[config.mk]
export PLATFORM = sky130hd
export DESIGN_NAME = frame_dump_sched
export DESIGN_NICKNAME = d
export VERILOG_FILES = /design/src/rtl/frame_dump_sched.sv
export SDC_FILE = /design/constraint.sdc
export NUM_CORES = 1
export LEC_CHECK = 0
export BUFFER_PORTS_ARGS = -buffer_cell sky130_fd_sc_hd__buf_2
export CELL_PAD_IN_SITES_DETAIL_PLACEMENT = 0
export CELL_PAD_IN_SITES_GLOBAL_PLACEMENT = 1
export CORE_UTILIZATION = 45
export CTS_CLUSTER_DIAMETER = 200
export CTS_CLUSTER_SIZE = 40
export DETAILED_ROUTE_END_ITERATION = 8
export GPL_TIMING_DRIVEN = 0
export PLACE_DENSITY_LB_ADDON = 0.25
export SYNTH_ARGS = -nofsm -noshare
export SYNTH_HDL_FRONTEND = slang
export SYNTH_SLANG_ARGS = --single-unit
[constraint.sdc]
create_clock -name clk -period 8 [get_ports clk]
set_input_delay 0 -clock clk [delete_from_list [all_inputs] [get_ports clk]]
set_output_delay 0 -clock clk [all_outputs]
set_load 0.03 [all_outputs]
[src/rtl/frame_dump_sched.sv]
`timescale 1ns/1ps
// Frame-counting capture-window scheduler: opens dump_en at a programmable frame for a programmable number of frames.
// Optional DUMP_AFTER_DL_EN: hold counting at zero until the ROM download ends, and rearm when a new download starts.
module frame_dump_sched #(
   parameter int CNTW = 32
) (
   input  logic            clk,
   input  logic            rst,
   input  logic            vs,
   input  logic            downloading,
   input  logic [CNTW-1:0] start_frame,
   input  logic [CNTW-1:0] dump_frames,
   output logic [CNTW-1:0] frame_cnt,
   output logic            dump_en,
   output logic            dump_start,
   output logic            dump_stop,
   output logic            done,
   output logic [1:0]      state_dbg
);

   localparam logic [1:0] ST_COUNT  = 2'd1;
   localparam logic [1:0] ST_ACTIVE = 2'd2;
   localparam logic [1:0] ST_DONE   = 2'd3;
`ifdef DUMP_AFTER_DL_EN
   localparam logic [1:0] ST_WAIT_DL = 2'd0;
   localparam logic [1:0] ST_INIT    = ST_WAIT_DL;
`else
   localparam logic [1:0] ST_INIT    = ST_COUNT;
`endif

   localparam logic [CNTW-1:0] CNT_ONE = {{(CNTW-1){1'b0}}, 1'b1};

   logic [1:0]      state;
   logic [1:0]      state_nxt;
   logic            vs_l;
   logic            vs_fall;
   logic [CNTW-1:0] remain;
   logic [CNTW-1:0] remain_nxt;
   logic [CNTW-1:0] cnt_nxt;
   logic [CNTW-1:0] cnt_inc;
   logic            entering_active;
   logic            leaving_active;

`ifdef DUMP_AFTER_DL_EN
   logic dl_l;
   logic dl_rise;
   logic dl_fall;

   assign dl_rise = ~dl_l & downloading;
   assign dl_fall = dl_l & ~downloading;
`else
   logic unused_downloading;

   assign unused_downloading = downloading;
`endif

   assign vs_fall   = vs_l & ~vs;
   assign cnt_inc   = frame_cnt + CNT_ONE;
   assign state_dbg = state;

   always_comb begin
      state_nxt  = state;
      cnt_nxt    = frame_cnt;
      remain_nxt = remain;
      case (state)
`ifdef DUMP_AFTER_DL_EN
         ST_WAIT_DL: begin
            cnt_nxt = '0;
            if (dl_fall) state_nxt = ST_COUNT;
         end
`endif
         ST_COUNT: begin
            if (vs_fall) cnt_nxt = cnt_inc;
            // A zero start frame opens the window without waiting for a frame edge.
            if ((start_frame == '0) || (vs_fall && (cnt_inc == start_frame))) begin
               state_nxt  = ST_ACTIVE;
               remain_nxt = dump_frames;
            end
         end
         ST_ACTIVE: begin
            if (vs_fall) begin
               cnt_nxt = cnt_inc;
               // remain==0 means an unlimited window, so it is never decremented.
               if (remain == CNT_ONE) state_nxt = ST_DONE;
               else if (remain != '0) remain_nxt = remain - CNT_ONE;
            end
         end
         ST_DONE: begin
            if (vs_fall) cnt_nxt = cnt_inc;
         end
         default: begin
            state_nxt = ST_INIT;
            cnt_nxt   = '0;
         end
      endcase
`ifdef DUMP_AFTER_DL_EN
      // A new download aborts whatever is in progress, even a coincident frame edge.
      if (dl_rise) begin
         state_nxt  = ST_WAIT_DL;
         cnt_nxt    = '0;
         remain_nxt = '0;
      end
`endif
   end

   assign entering_active = (state != ST_ACTIVE) && (state_nxt == ST_ACTIVE);
   assign leaving_active  = (state == ST_ACTIVE) && (state_nxt != ST_ACTIVE);

   always_ff @(posedge clk or posedge rst) begin
      if (rst) begin
         state      <= ST_INIT;
         frame_cnt  <= '0;
         remain     <= '0;
         vs_l       <= 1'b0;
         dump_en    <= 1'b0;
         dump_start <= 1'b0;
         dump_stop  <= 1'b0;
         done       <= 1'b0;
      end else begin
         state      <= state_nxt;
         frame_cnt  <= cnt_nxt;
         remain     <= remain_nxt;
         vs_l       <= vs;
         dump_en    <= (state_nxt == ST_ACTIVE);
         dump_start <= entering_active;
         dump_stop  <= leaving_active;
         done       <= (state_nxt == ST_DONE);
      end
   end

`ifdef DUMP_AFTER_DL_EN
   always_ff @(posedge clk or posedge rst) begin
      if (rst) dl_l <= 1'b0;
      else     dl_l <= downloading;
   end
`endif

endmodule

==> flow_summary.ini <==
[synthesis]
mappedNetlistArea_mm2 = 0.00554
syn_inst = 698
avgSynthCellArea_um2 = 7.94
synth-edff-count = 0
synth_seq_area_share_pct = 32.1
async_flop_share_pct = 100
synth_cell_types = 72
yosysWarnings = 0
yosys_register_bits = 71
synth_nets = 769
yosys_most_used_dff = dfrtp_1

[timing]
finalClockSkew_ps = 9.32
slew_viol_final = 0
finalSetupViolCount = 0
rsz0062_at_grt = no
fin_setup_tns_ps = 0
fin_crit_sh_pct = 50.4
fin_crit_ps = 4030
worst_pin_slew_ps = 1160
holdWs_ps = -2.14
fmax_ghz = 0.248
hold_viol_final = 1
slew_headroom_pct = 22.2

[power_and_ir_drop]
combinationalPowerShare_pct = 22.8
p_clk_share_pct = 39.2
internal_power_uw = 760
powerDensity_mw_per_mm2 = 163
leakagePower_uw = 0.00285
p_seq_share_pct = 38.0
total_power_uw = 1110
p_sw_uw = 345
irDropWorstVdd_mv = 0.137
sw_frac_of_total_pct = 31.2

[drt]
drtPass1Iterations = 5
ant_nets = 0
dr_total_vias = 5899
drc = 0
vias_per_cell = 5.99
routedWlPerCell_um = 18.8
routed_wl_mm = 18.5
drt-initial-drc-count = 405

[placed_design]
place_area_mm2 = 0.00627
gp_congestion = 0.933
io_buffers = 104
dp_hpwl_mm = 13.8

[clocking]
cts_resized = 0
clk_latency_ps = 350
cts_inserted_buffers = 9
cts.sinks = 71
htree_levels = 3
post-cts-setup-buffers = 0
cts_tree = built
cts-root-buf = clkbuf_16
cts_buffer_depth = 2
path_clk_slew_ps = 60

[global_routing]
gr-usage-met3_pct = 4.23
grt_pass1_vias = 5678
grt_first_pass_wirelength_mm = 29.6
top_usage_layer = met2
grt_overflow_total = 0
use_met1_pct = 37.0
grt_start_max_net_pins = 38
grt.total_usage_pct = 30.1
antenna_found_initial = 0
use_met2_pct = 53.4

[run_status]
violations = negative hold slack
status = complete, but fails checks

[critical_path]
cp-start-kind = flop
path_max_fanout = 10
crit_type = reg2reg
cp.required_ps = 8210
cp.arrival_ps = 4240
cp-end-kind = flop
timing.reg2reg.setup_slack_ps = 3970

[final_layout]
antenna_cells = 0
final_cell_area_mm2 = 0.00676
area_growth_pct = 22.0
final_nets = 903
layout-drive-gt1-share_pct = 19.4

[die]
fp.dieW_um = 113
num_rows = 40
die_h_um = 113
core_area_mm2 = 0.0120
start_util_pct = 46.2
pin_count = 106
die_area_mm2 = 0.0128

[hold_path]
hold_class = in2reg

[flow_run]
drv_cap = 0
critical path, stage by stage (launching register included):
cell and delay [ps]:
dfrtp_1 450, ha_1 300, nand3_1 340, nor3_1 590, buf_2 350, nand2_1 70
nor4b_1 260, nor2_1 130, or4_1 550, nor4_2 330, and2_1 180, buf_2 220
o22ai_1 120
cells in the mapped netlist (17+ instances only):
| master | number | area share [%] |
|---|---|---|
| nand2_1 | 60 | 4.1 |
| nor2_1 | 87 | 5.9 |
| nor3_1 | 34 | 3.1 |
| a21oi_1 | 43 | 3.9 |
| nand3_1 | 30 | 2.7 |
| nand4_1 | 17 | 1.9 |
| xor2_1 | 24 | 3.8 |
| o21ai_0 | 42 | 3.8 |
| clkbuf_1 | 24 | 1.6 |
| xnor2_1 | 42 | 6.6 |
| or3_1 | 17 | 1.9 |
| dfrtp_1 | 70 | 32 |
| nor4_1 | 27 | 3.0 |
stage by stage:
step           hold WS, ps  setup slack [ps]  utilization (%)  cells
6_report             -2.14              3970             56.3    984
2_1_floorplan         31.4              4650                -    698
4_1_cts               3.84              4010             56.3    984
3_5_place_dp          59.1              4020             52.2    950
5_1_grt               34.4              3690             56.3    984
3_3_place_gp           132              4000             52.0    949
sequential cells by signal, summed over array words and instances (netlist names):
| signal | cells |
|---|---|
| vs_l | 1 |
| remain | 32 |
| done | 1 |
| dump_stop | 1 |
| state_dbg | 2 |
| dump_start | 1 |
| dump_en | 1 |
| frame_cnt | 32 |
power groups by stage:
stage | sequential, uW | combinational [uW] | clock [uW]
finish | 420 | 252 | 433
floorplan | 442 | 148 | 0
global route | 426 | 276 | 456
global placement | 424 | 238 | 0
detailed placement | 426 | 243 | 0
CTS | 419 | 251 | 437
kinds of logic (layout without fill, tap and decap cells):
family	count (synthesis)	count (layout)	share of synthesized area (%)
compound gates	165	165	19.5
fa+ha+maj	3	3	0.677
simple gates	324	324	30.0
mux	10	10	1.90
buf+inv	58	197	4.99
flops	71	71	32.1
xor+xnor	67	67	10.9
placed cells by master, fill, tap and decap left out, types with 4 or more instances in the layout:
master         count
clkbuf_16          9
nand4_1           17
and3_1             7
a22oi_1            4
o211ai_1           8
clkbuf_1          26
mux2_2             4
nor3b_1            4
dfrtp_1           70
nor2_1            87
inv_1             10
or3_1             17
mux2i_1            6
xnor2_1           42
nor4_1            27
nor3_1            34
nor2b_1            8
a21oi_1           43
buf_2            116
nand2_1           60
o21ai_0           42
nand2b_1           6
a31oi_1           13
o2bb2ai_1          4
dlygate4sd3_1     18
xor2_1            24
and2_1             4
o22ai_1           10
nand3_1           30
a211oi_1           4
buf_4              4
a221o_1            4
metal layers:
metal / vias to the layer above / wire [um]
li1: 2827 / -
met3: 33 / 967
met2: 203 / 9220
met5: - / 0
met4: 0 / 439
met1: 2836 / 7920
layout make-up:
cell class              count  area [um2]
fillers                  1181        5250
multi-input cells         569        3490
flip-flops and latches     71        1780
repair buffers            123         721
clock buffers              14         274
plain buffers              47         235
well taps                 147         184
inverters                  11        43.8
clock inverters             2        37.5
final timing paths:
path,endpoint,start,depth (start not counted)
worst max-delay path,remain[23],frame_cnt[0],12
worst min-delay path,remain[16],dump_frames[16],4
worst max register to register,remain[23],frame_cnt[0],12
worst min register to register,remain[31],remain[31],1
max in group asynchronous,state_dbg[0],rst,4
min in group asynchronous,remain[7],rst,3
what timing repair did:
item                       in CTS  in global routing
hold endpoints to repair       51                  0
setup endpoints to repair       0                  0
hold buffers                   18                  0
No activity file was read; power rests on OpenSTA's default activity.
